## config.mk

```make
export PLATFORM = sky130hd
export DESIGN_NAME = srl_fifo_flat
export DESIGN_NICKNAME = d
export VERILOG_FILES = /design/src/rtl/srl_pkg.sv /design/src/rtl/srl_fifo_if.sv /design/src/rtl/srl_tap_line.sv /design/src/rtl/srl_fifo.sv /design/src/flat_wrapper.sv
export SDC_FILE = /design/constraint.sdc
export NUM_CORES = 1
export LEC_CHECK = 0
export BUFFER_PORTS_ARGS = -buffer_cell sky130_fd_sc_hd__clkbuf_2
export CAP_MARGIN = 10
export CORE_ASPECT_RATIO = 1.25
export CORE_MARGIN = 2
export CORE_UTILIZATION = 54
export DETAILED_ROUTE_END_ITERATION = 8
export GPL_TIMING_DRIVEN = 0
export PLACE_DENSITY_LB_ADDON = 0.3
export SLEW_MARGIN = 15
export SYNTH_ARGS = -nofsm -noshare
export SYNTH_HDL_FRONTEND = slang
export SYNTH_SLANG_ARGS = --single-unit
```

## constraint.sdc

```tcl
create_clock -name clk -period 20.9 [get_ports clk]
set_input_delay 6.27 -clock clk [delete_from_list [all_inputs] [get_ports clk]]
set_output_delay 6.27 -clock clk [all_outputs]
set_load 0.01 [all_outputs]
```

## src/rtl/srl_pkg.sv

```systemverilog
// srl_pkg: shared limits, tap index type and counter-width helper for the SRL FIFO
package srl_pkg;
    localparam int SRL_MAX_DEPTH = 64;
    typedef logic [$clog2(SRL_MAX_DEPTH)-1:0] tap_t;
    function automatic int cnt_width(input int depth);
        return $clog2(depth + 2);
    endfunction
endpackage

```

## src/rtl/srl_fifo_if.sv

```systemverilog
// srl_fifo_if: write/read handshake bundle; level and almost_full exist only with SRL_FIFO_STATUS_EN
interface srl_fifo_if #(
    parameter int WIDTH = 18
`ifdef SRL_FIFO_STATUS_EN
    , parameter int DEPTH = 32
`endif
);
    logic             s_valid;
    logic             s_ready;
    logic [WIDTH-1:0] s_data;
    logic             m_valid;
    logic             m_ready;
    logic [WIDTH-1:0] m_data;
`ifdef SRL_FIFO_STATUS_EN
    logic [srl_pkg::cnt_width(DEPTH)-1:0] level;
    logic                                 almost_full;
    modport slave  (input s_valid, s_data, m_ready, output s_ready, m_valid, m_data, level, almost_full);
    modport master (output s_valid, s_data, m_ready, input s_ready, m_valid, m_data, level, almost_full);
`else
    modport slave  (input s_valid, s_data, m_ready, output s_ready, m_valid, m_data);
    modport master (output s_valid, s_data, m_ready, input s_ready, m_valid, m_data);
`endif
endinterface

```

## src/rtl/srl_tap_line.sv

```systemverilog
// srl_tap_line: shift register with a combinational variable read tap; no reset so it maps to LUT-RAM
module srl_tap_line
    import srl_pkg::*;
#(
    parameter int WIDTH = 18,
    parameter int DEPTH = 32
) (
    input  logic             clk,
    input  logic             en,
    input  logic [WIDTH-1:0] din,
    input  tap_t             addr,
    output logic [WIDTH-1:0] dout
);
    localparam int AW = $clog2(DEPTH);
    logic [WIDTH-1:0] r_srl [DEPTH];
    always_ff @(posedge clk) begin
        if (en) begin
            r_srl[0] <= din;
            for (int i = 1; i < DEPTH; i++) r_srl[i] <= r_srl[i-1];
        end
    end
    assign dout = r_srl[addr[AW-1:0]];
    // shallow lines only decode the low tap bits
    if (AW < $bits(tap_t)) begin : g_hi
        logic w_unused_hi;
        assign w_unused_hi = |addr[$bits(tap_t)-1:AW];
    end
endmodule

```

## src/rtl/srl_fifo.sv

```systemverilog
// srl_fifo: SRL-backed FIFO with a registered valid/ready output stage
// SRL_FIFO_STATUS_EN adds the level and registered almost_full outputs
module srl_fifo
    import srl_pkg::*;
#(
    parameter int WIDTH       = 18,
    parameter int DEPTH       = 32,
    parameter int ALMOST_FULL = DEPTH - 2
) (
    input logic       clk,
    input logic       rst_n,
    srl_fifo_if.slave bus
);
    localparam int CW = cnt_width(DEPTH);
    if (DEPTH < 2 || DEPTH > SRL_MAX_DEPTH || ALMOST_FULL < 0 || ALMOST_FULL > DEPTH + 1) begin : g_bad_cfg
        $error("srl_fifo: unsupported DEPTH or ALMOST_FULL");
    end
    logic [CW-1:0]    r_cnt;
    logic [CW-1:0]    w_cnt_nxt;
    logic             r_m_valid;
    logic             w_m_valid_nxt;
    logic [WIDTH-1:0] r_m_data;
    logic [WIDTH-1:0] w_tap_data;
    logic             w_s_ready;
    logic             w_push;
    logic             w_load;
    tap_t             w_tap;
    // s_ready comes from the counter alone, so a full SRL refuses even when a pop frees space
    assign w_s_ready     = (r_cnt != CW'(DEPTH));
    assign w_push        = bus.s_valid & w_s_ready;
    assign w_load        = (r_cnt != '0) & (!r_m_valid | bus.m_ready);
    assign w_tap         = tap_t'(r_cnt - 1'b1);
    assign w_cnt_nxt     = r_cnt + CW'(w_push) - CW'(w_load);
    assign w_m_valid_nxt = w_load | (r_m_valid & !bus.m_ready);
    srl_tap_line #(
        .WIDTH(WIDTH),
        .DEPTH(DEPTH)
    ) u_tap (
        .clk (clk),
        .en  (w_push),
        .din (bus.s_data),
        .addr(w_tap),
        .dout(w_tap_data)
    );
    always_ff @(posedge clk) begin
        if (!rst_n) begin
            r_cnt     <= '0;
            r_m_valid <= 1'b0;
            r_m_data  <= '0;
        end else begin
            r_cnt     <= w_cnt_nxt;
            r_m_valid <= w_m_valid_nxt;
            if (w_load) r_m_data <= w_tap_data;
        end
    end
    assign bus.s_ready = w_s_ready;
    assign bus.m_valid = r_m_valid;
    assign bus.m_data  = r_m_data;
`ifdef SRL_FIFO_STATUS_EN
    logic [CW-1:0] w_level_nxt;
    logic          r_af;
    assign w_level_nxt = w_cnt_nxt + CW'(w_m_valid_nxt);
    always_ff @(posedge clk) begin
        if (!rst_n) r_af <= 1'b0;
        else        r_af <= (w_level_nxt >= CW'(ALMOST_FULL));
    end
    assign bus.level       = r_cnt + CW'(r_m_valid);
    assign bus.almost_full = r_af;
`endif
endmodule

```

## src/flat_wrapper.sv

```systemverilog
// flat-port wrapper written by rule: the top's interface ports become plain ports
module srl_fifo_flat import srl_pkg::*;
#(
    parameter int WIDTH       = 18,
    parameter int DEPTH       = 32,
    parameter int ALMOST_FULL = DEPTH - 2
)
  (clk, rst_n, bus_s_valid, bus_s_data, bus_m_ready, bus_s_ready, bus_m_valid, bus_m_data);
  srl_fifo_if #(.WIDTH(WIDTH)) bus_i ();
  input logic clk;
  input logic rst_n;
  input wire logic [$bits(bus_i.s_valid)-1:0] bus_s_valid;
  input wire logic [$bits(bus_i.s_data)-1:0] bus_s_data;
  input wire logic [$bits(bus_i.m_ready)-1:0] bus_m_ready;
  output wire logic [$bits(bus_i.s_ready)-1:0] bus_s_ready;
  output wire logic [$bits(bus_i.m_valid)-1:0] bus_m_valid;
  output wire logic [$bits(bus_i.m_data)-1:0] bus_m_data;
  assign bus_i.s_valid = bus_s_valid;
  assign bus_i.s_data = bus_s_data;
  assign bus_i.m_ready = bus_m_ready;
  assign bus_s_ready = bus_i.s_ready;
  assign bus_m_valid = bus_i.m_valid;
  assign bus_m_data = bus_i.m_data;
  srl_fifo #(.WIDTH(WIDTH), .DEPTH(DEPTH), .ALMOST_FULL(ALMOST_FULL)) u_core (.clk(clk), .rst_n(rst_n), .bus(bus_i));
endmodule
```

==> results of run 1 <==
==> sequential cells by signal, summed over array words and instances, names as in the netlist <==
signal and flops:
u_core.r_cnt 6, u_core.bus.m_valid 1, u_core.u_tap.r_srl 576, u_core.bus.m_data 18
==> layer usage <==
metal	part of all wire	up-vias	track usage	wire, um
met5	0	-	0	0
met1	0.41	5645	0.259	17100
met2	0.50	314	0.316	20900
met3	0.050	91	0.0264	2070
met4	0.033	0	0.0656	1360
li1	-	4815	-	-
==> power by group through the flow <==
| stage | Combinational, mW | Clock, mW | Sequential, mW |
|---|---|---|---|
| after floorplan | 0.938 | 0 | 1.75 |
| after global placement | 1.29 | 0 | 1.79 |
| after detailed placement | 1.34 | 0 | 1.74 |
| after CTS | 1.36 | 1.09 | 1.72 |
| after global routing | 1.45 | 1.13 | 1.74 |
| final | 1.34 | 1.07 | 1.72 |
==> kinds of logic (layout without fill, tap and decap cells) <==
kind of cell             Yosys count  after routing  share of synthesized area
AO/OA/AOI/OAI                     48             48                     0.0138
XOR/XNOR                           9              9                    0.00373
adder cells (fa/ha/maj)           14             14                    0.00790
buffers and inverters             65            216                     0.0161
flip-flops                       601            601                      0.770
multiplexers                     144            144                      0.140
AND/OR/NAND/NOR                  253            253                     0.0486
==> how the worst max path moves through the flow <==
stage          depth (start not counted)        start  slack, ps                  endpoint
2_1_floorplan                          9  bus_s_valid       5900           u_core.r_cnt[4]
3_3_place_gp                          10  bus_s_valid       3760           u_core.r_cnt[4]
3_5_place_dp                          11  bus_s_valid      10740  u_core.u_tap.r_srl[0][1]
4_1_cts                               11  bus_s_valid      11360  u_core.u_tap.r_srl[1][1]
5_1_grt                               11  bus_s_valid      11110  u_core.u_tap.r_srl[9][1]
6_report                              11  bus_s_valid      11390  u_core.u_tap.r_srl[1][2]
==> cell usage after synthesis <==
cell type,count,area (um2)
a21oi_1,20,100
nand4_1,18,113
nand2b_4,1,13.8
or3_1,1,6.26
o31ai_4,4,85.1
o21bai_1,1,7.51
nor2_1,3,11.3
and2_1,5,31.3
and3_1,1,6.26
nand2_1,144,541
mux4_2,144,3240
dfxtp_1,25,500
fa_1,1,20.0
xor2_1,4,35.0
buf_4,10,75.1
inv_2,1,3.75
buf_2,27,135
nand3_1,78,390
a21boi_1,1,7.51
xnor2_1,4,35.0
nor2b_1,2,12.5
xnor2_2,1,16.3
o21ai_0,19,95.1
buf_1,1,3.75
edfxtp_1,576,17300
buf_6,6,67.6
ha_1,13,163
o21ba_2,1,10.0
clkbuf_1,11,41.3
inv_1,8,30.0
a31oi_1,1,6.26
o21a_1,1,7.51
buf_8,1,15.0
==> cell type report <==
class                   instances  area, um2  share of cell area
flip-flops and latches        601      17800               0.679
multi-input cells             468       4960               0.189
clock buffers                  66       1480              0.0564
well taps                     559        699              0.0267
clock inverters                35        460              0.0176
repair buffers                 50        453              0.0173
plain buffers                  56        338              0.0129
inverters                       9       33.8             0.00129
==> worst register-to-register path: cells and delay by family (launching register included) <==
kind,cells,cell delay (ps)
adder cells (fa/ha/maj),1,250
buffers and inverters,14,4090
flip-flops,1,350
AND/OR/NAND/NOR,2,400
==> report_table.html, run 1 <==
<table>
<tr><th>Metric</th><th>Value</th></tr>
<tr><th colspan="2">Critical path</th></tr>
<tr><td>Setup slack on the worst flop-to-flop path</td><td>15,450 ps</td></tr>
<tr><td>Number of cell instances on the worst register-to-register path</td><td>17</td></tr>
<tr><td>Critical Path End Type</td><td>flop</td></tr>
<tr><td>Crit path kind</td><td>in2reg</td></tr>
<tr><td>Data required, critical path</td><td>21,140 ps</td></tr>
<tr><td>Max stage delay on crit path</td><td>350 ps</td></tr>
<tr><td>Worst Setup Start Kind</td><td>input pin</td></tr>
<tr><td>Dominant cell type by count on the critical path</td><td>buf_16</td></tr>
<tr><td>Reg-to-Reg Start</td><td>u_core.r_cnt[0]</td></tr>
<tr><td>Top delay family on crit path</td><td>buffers and inverters</td></tr>
<tr><td>Crit path cell chain</td><td>clkbuf_2, and2_4, buf_16, buf_16, buf_16, buf_16, buf_16, buf_16, buf_16, buf_16, buf_16</td></tr>
<tr><td>Largest fanout on the critical path</td><td>66</td></tr>
<tr><td>Worst reg2reg path endpoint</td><td>u_core.u_tap.r_srl[1][2]</td></tr>
<tr><td>Worst Path Arrival</td><td>9760 ps</td></tr>
<tr><td>Count of buffer and inverter cells on the critical path</td><td>10</td></tr>
<tr><td>Slowest library cell on the worst path</td><td>buf_16</td></tr>
<tr><th colspan="2">Timing</th></tr>
<tr><td>Post-route clock skew</td><td>20.9 ps</td></tr>
<tr><td>Number of setup violations in the final report</td><td>0</td></tr>
<tr><td>Worst hold slack across all endpoints</td><td>441 ps</td></tr>
<tr><td>Setup repair after global routing missed its margin</td><td>false</td></tr>
<tr><td>Hold Violations, Final</td><td>0</td></tr>
<tr><td>Worst max-slew margin expressed relative to the limit</td><td>0.212</td></tr>
<tr><td>Pin slew with the least headroom to its limit</td><td>1170 ps</td></tr>
<tr><td>Max Freq</td><td>0.105 GHz</td></tr>
<tr><td>Final period util</td><td>0.455</td></tr>
<tr><td>Worst-case setup margin in the final layout</td><td>11,390 ps</td></tr>
<tr><td>Number of pins with negative max-slew slack in the final report</td><td>0</td></tr>
<tr><td>Setup TNS</td><td>0 ps</td></tr>
<tr><td>Min Tclk post-route</td><td>9510 ps</td></tr>
<tr><th colspan="2">Power</th></tr>
<tr><td>Cell-internal power</td><td>2.80 mW</td></tr>
<tr><td>Ratio of total power to cell area</td><td>157 nW/um2</td></tr>
<tr><td>Combinational group share of total power</td><td>0.324</td></tr>
<tr><td>Sw power</td><td>1.33 mW</td></tr>
<tr><td>Peak supply drop</td><td>0.113 mV</td></tr>
<tr><td>Clk network pwr share</td><td>0.259</td></tr>
<tr><td>Switching power as a share of total power</td><td>0.322</td></tr>
<tr><td>Overall power</td><td>4.13 mW</td></tr>
<tr><td>Static leakage</td><td>8.86 nW</td></tr>
<tr><td>Proportion of power drawn by flip-flops and latches</td><td>0.417</td></tr>
<tr><th colspan="2">Route</th></tr>
<tr><td>Number of nets still failing antenna checks after routing</td><td>0</td></tr>
<tr><td>DR WL/cell</td><td>22.5 um</td></tr>
<tr><td>Number of DRC markers in iteration 0</td><td>1,095</td></tr>
<tr><td>Total detailed-routing wirelength</td><td>41,500 um</td></tr>
<tr><td>Vias per Instance</td><td>5.89</td></tr>
<tr><td>First drt pass iteration count</td><td>5</td></tr>
<tr><td>Remaining design rule violation count</td><td>0</td></tr>
<tr><td>Count of vias placed by the detailed router</td><td>10,865</td></tr>
<tr><th colspan="2">Clock tree</th></tr>
<tr><td>Number of buffers inserted by hold repair at cts</td><td>0</td></tr>
<tr><td>Maximum buffer depth of the clock tree</td><td>3</td></tr>
<tr><td>Number of gates resized after CTS</td><td>0</td></tr>
<tr><td>Max H-tree Level</td><td>2</td></tr>
<tr><td>Clock tree from TritonCTS</td><td>yes</td></tr>
<tr><td>Clock root buffer</td><td>clkbuf_16</td></tr>
<tr><td>CTS clk-pin slew, worst paths</td><td>70 ps</td></tr>
<tr><td>Buffers inserted during post-CTS setup optimization</td><td>0</td></tr>
<tr><td>Cts bufs inserted</td><td>54</td></tr>
<tr><td>Clock latency on the worst-skew pair</td><td>580 ps</td></tr>
<tr><td>Clk sinks</td><td>601</td></tr>
<tr><th colspan="2">Synth</th></tr>
<tr><td>Number of nets in the synthesized netlist</td><td>1,170</td></tr>
<tr><td>Synthesis Warnings</td><td>0</td></tr>
<tr><td>Proportion of synthesized chip area in sequential cells</td><td>0.770</td></tr>
<tr><td>Post-Syn Area per Cell</td><td>20.4 um2</td></tr>
<tr><td>Library cells used by synthesis</td><td>33</td></tr>
<tr><td>Number of register bits inferred by synthesis</td><td>601</td></tr>
<tr><td>Post-synthesis cell area</td><td>23,100 um2</td></tr>
<tr><td>Cell count after synthesis</td><td>1,134</td></tr>
<tr><th colspan="2">Floorplanning</th></tr>
<tr><td>Row cnt</td><td>84</td></tr>
<tr><td>I/O pin count</td><td>42</td></tr>
<tr><td>Starting utilization of the core area</td><td>0.549</td></tr>
<tr><td>Height of the die</td><td>235 um</td></tr>
<tr><td>Area of the die</td><td>44,500 um2</td></tr>
<tr><td>Core Region</td><td>42,100 um2</td></tr>
<tr><td>Horizontal die dimension</td><td>189 um</td></tr>
<tr><th colspan="2">Outcome</th></tr>
<tr><td>Result of the run</td><td>finished, final reports clean</td></tr>
<tr><th colspan="2">Placed design</th></tr>
<tr><td>Post-Place Cells</td><td>1,743</td></tr>
<tr><td>Routability Congestion</td><td>0.809</td></tr>
<tr><td>Buffers added on ports</td><td>41</td></tr>
<tr><td>Setup slack after placement</td><td>10,740 ps</td></tr>
<tr><td>Instance area after placement</td><td>24,300 um2</td></tr>
<tr><td>DPL Wire Length</td><td>27,800 um</td></tr>
<tr><th colspan="2">Cells and area</th></tr>
<tr><td>Fraction of layout instances using a drive strength above 1</td><td>0.261</td></tr>
<tr><td>Leading cell types in the layout, fill and taps excluded</td><td>576 x edfxtp_1, 144 x mux4_2, 144 x nand2_1</td></tr>
<tr><td>Post-layout nets</td><td>1,276</td></tr>
<tr><td>Count of antenna diodes in the layout</td><td>0</td></tr>
<tr><td>Most frequent standard cell in the layout excluding fill and tap cells</td><td>edfxtp_1</td></tr>
<tr><td>Area Growth Syn to Fin</td><td>13.4%</td></tr>
<tr><td>Final-layout fill cell count</td><td>2,815</td></tr>
<tr><td>Fin cells</td><td>1,844</td></tr>
<tr><td>End-of-flow core utilization</td><td>0.622</td></tr>
<tr><td>Total non-filler cell area in the finished layout</td><td>26,200 um2</td></tr>
<tr><th colspan="2">Global routing</th></tr>
<tr><td>Via count of the first global-routing pass</td><td>11,254</td></tr>
<tr><td>Number of antenna violations at the first check in global routing</td><td>1</td></tr>
<tr><td>Grt ovf</td><td>0</td></tr>
<tr><td>Maximum number of pins on one net before global-route repair</td><td>67</td></tr>
<tr><td>Combined global-route utilization of all metal layers</td><td>0.189</td></tr>
<tr><td>First-pass GRT wire length</td><td>64,300 um</td></tr>
<tr><th colspan="2">Worst hold path</th></tr>
<tr><td>Startpoint of the most critical hold path</td><td>u_core.u_tap.r_srl[30][16]</td></tr>
<tr><td>Hold depth</td><td>0</td></tr>
<tr><td>Endpoint, Worst Hold</td><td>u_core.u_tap.r_srl[31][16]</td></tr>
<tr><td>Worst min-delay path class</td><td>reg2reg</td></tr>
<tr><th colspan="2">Flow run</th></tr>
<tr><td>Number of max-cap violations</td><td>0</td></tr>
</table>
Note: power is estimated with default switching activity, not from simulation.
==> run 2: changes to the inputs <==
--- a/config.mk
+++ b/config.mk
@@ -5,6 +5,7 @@
 export SDC_FILE = /design/constraint.sdc
 export NUM_CORES = 1
 export LEC_CHECK = 0
+export ABC_AREA = 1
 export BUFFER_PORTS_ARGS = -buffer_cell sky130_fd_sc_hd__clkbuf_2
 export CAP_MARGIN = 10
 export CORE_ASPECT_RATIO = 1.25
==> constraint.sdc (replaced) <==
create_clock -name clk -period 8.05 [get_ports clk]
set_input_delay 2.415 -clock clk [delete_from_list [all_inputs] [get_ports clk]]
set_output_delay 2.415 -clock clk [all_outputs]
set_load 0.01 [all_outputs]
==> report_table.html, run 2 <==
<table>
<tr><th>Metric</th><th>Value</th></tr>
<tr><th colspan="2">Outcome</th></tr>
<tr><td>Result of the run</td><td>finished, final reports clean</td></tr>
<tr><th colspan="2">Placed design</th></tr>
<tr><td>Setup slack after placement</td><td>2820 ps (-7920 ps)</td></tr>
<tr><td>Post-Place Cells</td><td>2,953 (+69%)</td></tr>
<tr><td>Instance area after placement</td><td>26,500 um2 (+9.1%)</td></tr>
<tr><td>Buffers added on ports</td><td>41 (unchanged)</td></tr>
<tr><td>DPL Wire Length</td><td>43,000 um (+55%)</td></tr>
<tr><td>Routability Congestion</td><td>0.895 (+11%)</td></tr>
<tr><th colspan="2">Critical path</th></tr>
<tr><td>Number of cell instances on the worst register-to-register path</td><td>14 (-3)</td></tr>
<tr><td>Worst Path Arrival</td><td>2640 ps (-7120 ps)</td></tr>
<tr><td>Critical Path End Type</td><td>output port</td></tr>
<tr><td>Worst Setup Start Kind</td><td>flop</td></tr>
<tr><td>Reg-to-Reg Start</td><td>u_core.r_cnt[0]</td></tr>
<tr><td>Worst setup path startpoint</td><td>u_core.r_cnt[0]</td></tr>
<tr><td>Critical path destination</td><td>bus_s_ready</td></tr>
<tr><td>Crit path kind</td><td>reg2out</td></tr>
<tr><td>Worst reg2reg path endpoint</td><td>u_core.u_tap.r_srl[0][10]</td></tr>
<tr><td>Data required, critical path</td><td>5640 ps (-15,500 ps)</td></tr>
<tr><td>Setup slack on the worst flop-to-flop path</td><td>3580 ps (-11,870 ps)</td></tr>
<tr><td>Largest fanout on the critical path</td><td>11 (-83%)</td></tr>
<tr><th colspan="2">Timing</th></tr>
<tr><td>Worst max-slew margin expressed relative to the limit</td><td>0.470 (+0.258)</td></tr>
<tr><td>Hold Violations, Final</td><td>0 (unchanged)</td></tr>
<tr><td>Setup repair after global routing missed its margin</td><td>false</td></tr>
<tr><td>Min Tclk post-route</td><td>5060 ps</td></tr>
<tr><td>Max Freq</td><td>0.198 GHz</td></tr>
<tr><td>Worst hold slack across all endpoints</td><td>438 ps (-3.51 ps)</td></tr>
<tr><td>Final period util</td><td>0.628</td></tr>
<tr><td>Worst-case setup margin in the final layout</td><td>2990 ps (-8390 ps)</td></tr>
<tr><td>Number of pins with negative max-slew slack in the final report</td><td>0 (unchanged)</td></tr>
<tr><td>Pin slew with the least headroom to its limit</td><td>796 ps (-378 ps)</td></tr>
<tr><td>Number of setup violations in the final report</td><td>0 (unchanged)</td></tr>
<tr><td>Post-route clock skew</td><td>27.7 ps (+6.77 ps)</td></tr>
<tr><th colspan="2">Floorplanning</th></tr>
<tr><td>Area of the die</td><td>48,400 um2 (+8.7%)</td></tr>
<tr><td>Core Region</td><td>46,100 um2 (+9.5%)</td></tr>
<tr><td>Row cnt</td><td>88 (+4.8%)</td></tr>
<tr><td>Height of the die</td><td>245 um (+4.3%)</td></tr>
<tr><td>Horizontal die dimension</td><td>197 um (+4.3%)</td></tr>
<tr><td>Starting utilization of the core area</td><td>0.546 (-0.00285)</td></tr>
<tr><td>I/O pin count</td><td>42 (unchanged)</td></tr>
<tr><th colspan="2">Synth</th></tr>
<tr><td>Fraction of synthesis flops using an asynchronous set or reset pin</td><td>0 (unchanged)</td></tr>
<tr><td>Library cells used by synthesis</td><td>23 (-30%)</td></tr>
<tr><td>Number of flops mapped to enable cells by yosys</td><td>576 (unchanged)</td></tr>
<tr><td>Commonest cells in the netlist</td><td>773 x nand2_1, 576 x edfxtp_1, 436 x nand3_1</td></tr>
<tr><td>Number of nets in the synthesized netlist</td><td>2,346 (+100%)</td></tr>
<tr><td>Biggest area contributors in the synthesized netlist</td><td>edfxtp_1 69%, nand2_1 12%, nand3_1 8.7%</td></tr>
<tr><td>Synth Flop Type</td><td>edfxtp_1</td></tr>
<tr><td>Yosys top cell area share</td><td>0.687 (-0.0611)</td></tr>
<tr><td>Synthesis Warnings</td><td>0 (unchanged)</td></tr>
<tr><td>Post-Syn Area per Cell</td><td>10.9 um2 (-47%)</td></tr>
<tr><td>Dominant cell type by area after synthesis</td><td>edfxtp_1</td></tr>
<tr><td>Proportion of synthesized chip area in sequential cells</td><td>0.707 (-0.0629)</td></tr>
<tr><td>Number of register bits inferred by synthesis</td><td>601 (unchanged)</td></tr>
<tr><td>Post-synthesis cell area</td><td>25,200 um2 (+8.9%)</td></tr>
<tr><td>Most common cell in the netlist</td><td>nand2_1</td></tr>
<tr><td>Cell count after synthesis</td><td>2,310 (+100%)</td></tr>
<tr><th colspan="2">Route</th></tr>
<tr><td>Number of nets still failing antenna checks after routing</td><td>0 (unchanged)</td></tr>
<tr><td>First drt pass iteration count</td><td>5 (unchanged)</td></tr>
<tr><td>Vias per Instance</td><td>5.45 (-7.5%)</td></tr>
<tr><td>Number of DRC markers in iteration 0</td><td>1,441 (+32%)</td></tr>
<tr><td>Total detailed-routing wirelength</td><td>60,200 um (+45%)</td></tr>
<tr><td>Count of vias placed by the detailed router</td><td>16,638 (+53%)</td></tr>
<tr><td>Remaining design rule violation count</td><td>0 (unchanged)</td></tr>
<tr><td>DR WL/cell</td><td>19.7 um (-12%)</td></tr>
<tr><th colspan="2">Power</th></tr>
<tr><td>Proportion of power drawn by flip-flops and latches</td><td>0.385 (-0.032)</td></tr>
<tr><td>Static leakage</td><td>11.9 nW (+34%)</td></tr>
<tr><td>Ratio of total power to cell area</td><td>415 nW/um2 (+160%)</td></tr>
<tr><td>Sw power</td><td>4.76 mW (+260%)</td></tr>
<tr><td>Combinational group share of total power</td><td>0.393 (+0.069)</td></tr>
<tr><td>Clk network pwr share</td><td>0.223 (-0.036)</td></tr>
<tr><td>Switching power as a share of total power</td><td>0.406 (+0.0838)</td></tr>
<tr><td>Cell-internal power</td><td>6.97 mW (+150%)</td></tr>
<tr><td>Peak supply drop</td><td>0.244 mV (+120%)</td></tr>
<tr><th colspan="2">Clock tree</th></tr>
<tr><td>Clock root buffer</td><td>clkbuf_16</td></tr>
<tr><td>Cts bufs inserted</td><td>57 (+5.6%)</td></tr>
<tr><td>Clk sinks</td><td>601 (unchanged)</td></tr>
<tr><td>Maximum buffer depth of the clock tree</td><td>3 (unchanged)</td></tr>
<tr><td>Number of gates resized after CTS</td><td>0 (unchanged)</td></tr>
<tr><td>Buffers inserted during post-CTS setup optimization</td><td>0 (unchanged)</td></tr>
<tr><td>Max H-tree Level</td><td>2 (unchanged)</td></tr>
<tr><td>CTS clk-pin slew, worst paths</td><td>70 ps (about the same)</td></tr>
<tr><td>Clock tree from TritonCTS</td><td>yes</td></tr>
<tr><td>Clock latency on the worst-skew pair</td><td>630 ps (+50 ps)</td></tr>
<tr><td>Number of buffers inserted by hold repair at cts</td><td>0 (unchanged)</td></tr>
<tr><th colspan="2">Cells and area</th></tr>
<tr><td>Post-layout nets</td><td>2,463 (+93%)</td></tr>
<tr><td>Count of antenna diodes in the layout</td><td>0 (unchanged)</td></tr>
<tr><td>Most frequent standard cell in the layout excluding fill and tap cells</td><td>nand2_1</td></tr>
<tr><td>Fraction of layout instances using a drive strength above 1</td><td>0.0936 (-0.167)</td></tr>
<tr><td>Leading cell types in the layout, fill and taps excluded</td><td>772 x nand2_1, 576 x edfxtp_1, 436 x nand3_1</td></tr>
<tr><td>Area used by multi-input combinational logic</td><td>5720 um2 (+15%)</td></tr>
<tr><td>Most flop-heavy register</td><td>u_core.u_tap.r_srl</td></tr>
<tr><td>End-of-flow core utilization</td><td>0.613 (-0.00944)</td></tr>
<tr><td>Flip-flop count of the largest register after layout</td><td>576 (unchanged)</td></tr>
<tr><td>Fin cells</td><td>3,053 (+66%)</td></tr>
<tr><td>Area Growth Syn to Fin</td><td>12.2%</td></tr>
<tr><td>Total non-filler cell area in the finished layout</td><td>28,300 um2 (+7.8%)</td></tr>
<tr><td>Final-layout fill cell count</td><td>3,572 (+27%)</td></tr>
<tr><td>FF/Latch Area</td><td>17,800 um2 (unchanged)</td></tr>
<tr><th colspan="2">Worst hold path</th></tr>
<tr><td>Worst min-delay path class</td><td>reg2reg</td></tr>
<tr><th colspan="2">Global routing</th></tr>
<tr><td>Grt ovf</td><td>0 (unchanged)</td></tr>
<tr><td>Highest-utilization routing layer at the global route stage</td><td>met2</td></tr>
<tr><td>Met3 track demand over resource in global routing</td><td>0.0484 (+0.0220)</td></tr>
<tr><td>Global routing usage on met1</td><td>0.296 (+0.0365)</td></tr>
<tr><td>Via count of the first global-routing pass</td><td>16,718 (+49%)</td></tr>
<tr><td>First-pass GRT wire length</td><td>92,700 um (+44%)</td></tr>
<tr><td>Combined global-route utilization of all metal layers</td><td>0.254 (+0.0650)</td></tr>
<tr><td>Number of antenna violations at the first check in global routing</td><td>1 (unchanged)</td></tr>
<tr><td>Maximum number of pins on one net before global-route repair</td><td>40 (-40%)</td></tr>
<tr><td>Met2 routing resource usage after global routing</td><td>0.434 (+0.119)</td></tr>
<tr><th colspan="2">Flow run</th></tr>
<tr><td>Number of max-cap violations</td><td>0 (unchanged)</td></tr>
</table>
-- run 2: cell count changes after synthesis, sizes merged, moves of 18 or more --
cell,before,now
nand4,18,0
inv,9,291
mux4,144,0
o211ai,0,18
clkbuf,11,40
nand2,144,775
buf,45,81
nand3,78,436
-- run 2: power groups by stage --
stage	sequential, mW	combinational [mW]	clock [mW]
after floorplan	4.62	2.83	0
after global placement	4.76	4.40	0
after detailed placement	4.57	4.56	0
after CTS	4.51	4.59	2.64
after global routing	4.57	5.06	2.75
final	4.52	4.61	2.61
-- run 2: kinds of logic after synthesis --
family / after synthesis / synth area share
AND/OR/NAND/NOR: 1214 / 0.203
flip-flops: 601 / 0.707
buffers and inverters: 414 / 0.0669
AO/OA/AOI/OAI: 66 / 0.0150
adder cells (fa/ha/maj): 14 / 0.00725
XOR/XNOR: 1 / 0.00109
-- run 2: worst min-delay path by stage --
stage                                          start                         end  depth (start not counted)
after floorplan            u_core.u_tap.r_srl[16][0]   u_core.u_tap.r_srl[17][0]                          0
after global placement    u_core.u_tap.r_srl[18][15]  u_core.u_tap.r_srl[19][15]                          0
after detailed placement   u_core.u_tap.r_srl[20][2]   u_core.u_tap.r_srl[21][2]                          0
after CTS                  u_core.u_tap.r_srl[26][5]   u_core.u_tap.r_srl[27][5]                          0
after global routing      u_core.u_tap.r_srl[17][16]  u_core.u_tap.r_srl[18][16]                          0
final                     u_core.u_tap.r_srl[17][16]  u_core.u_tap.r_srl[18][16]                          0
-- run 2: routing by layer --
metal / vias to the layer above / wire length (um)
li1: 7949 / -
met1: 7950 / 22600
met2: 578 / 29900
met3: 159 / 3640
met4: 2 / 4010
met5: - / 10
-- run 2: per-stage QoR --
step / setup TNS [ps] / total power [mW]
4_1_cts: 0 / 11.7
3_5_place_dp: 0 / 9.13
6_report: 0 / 11.7
2_1_floorplan: -2034490 / 7.45
5_1_grt: 0 / 12.4
3_3_place_gp: -4063070 / 9.15
-- run 2: cell type report --
class / count / share of cell area
multi-input combinational: 1295 / 0.202
buffer: 121 / 0.0206
clock inverter: 32 / 0.00921
sequential: 601 / 0.630
timing repair buffer: 58 / 0.0196
inverter: 293 / 0.0391
clock buffer: 68 / 0.0534
tap: 585 / 0.0259
-- run 2: critical path: stages, from the launching register on --
cell and delay [ps]:
dfxtp_1 320, inv_2 170, buf_2 380, buf_2 340
ha_1 300, nand3_1 280, clkbuf_2 220
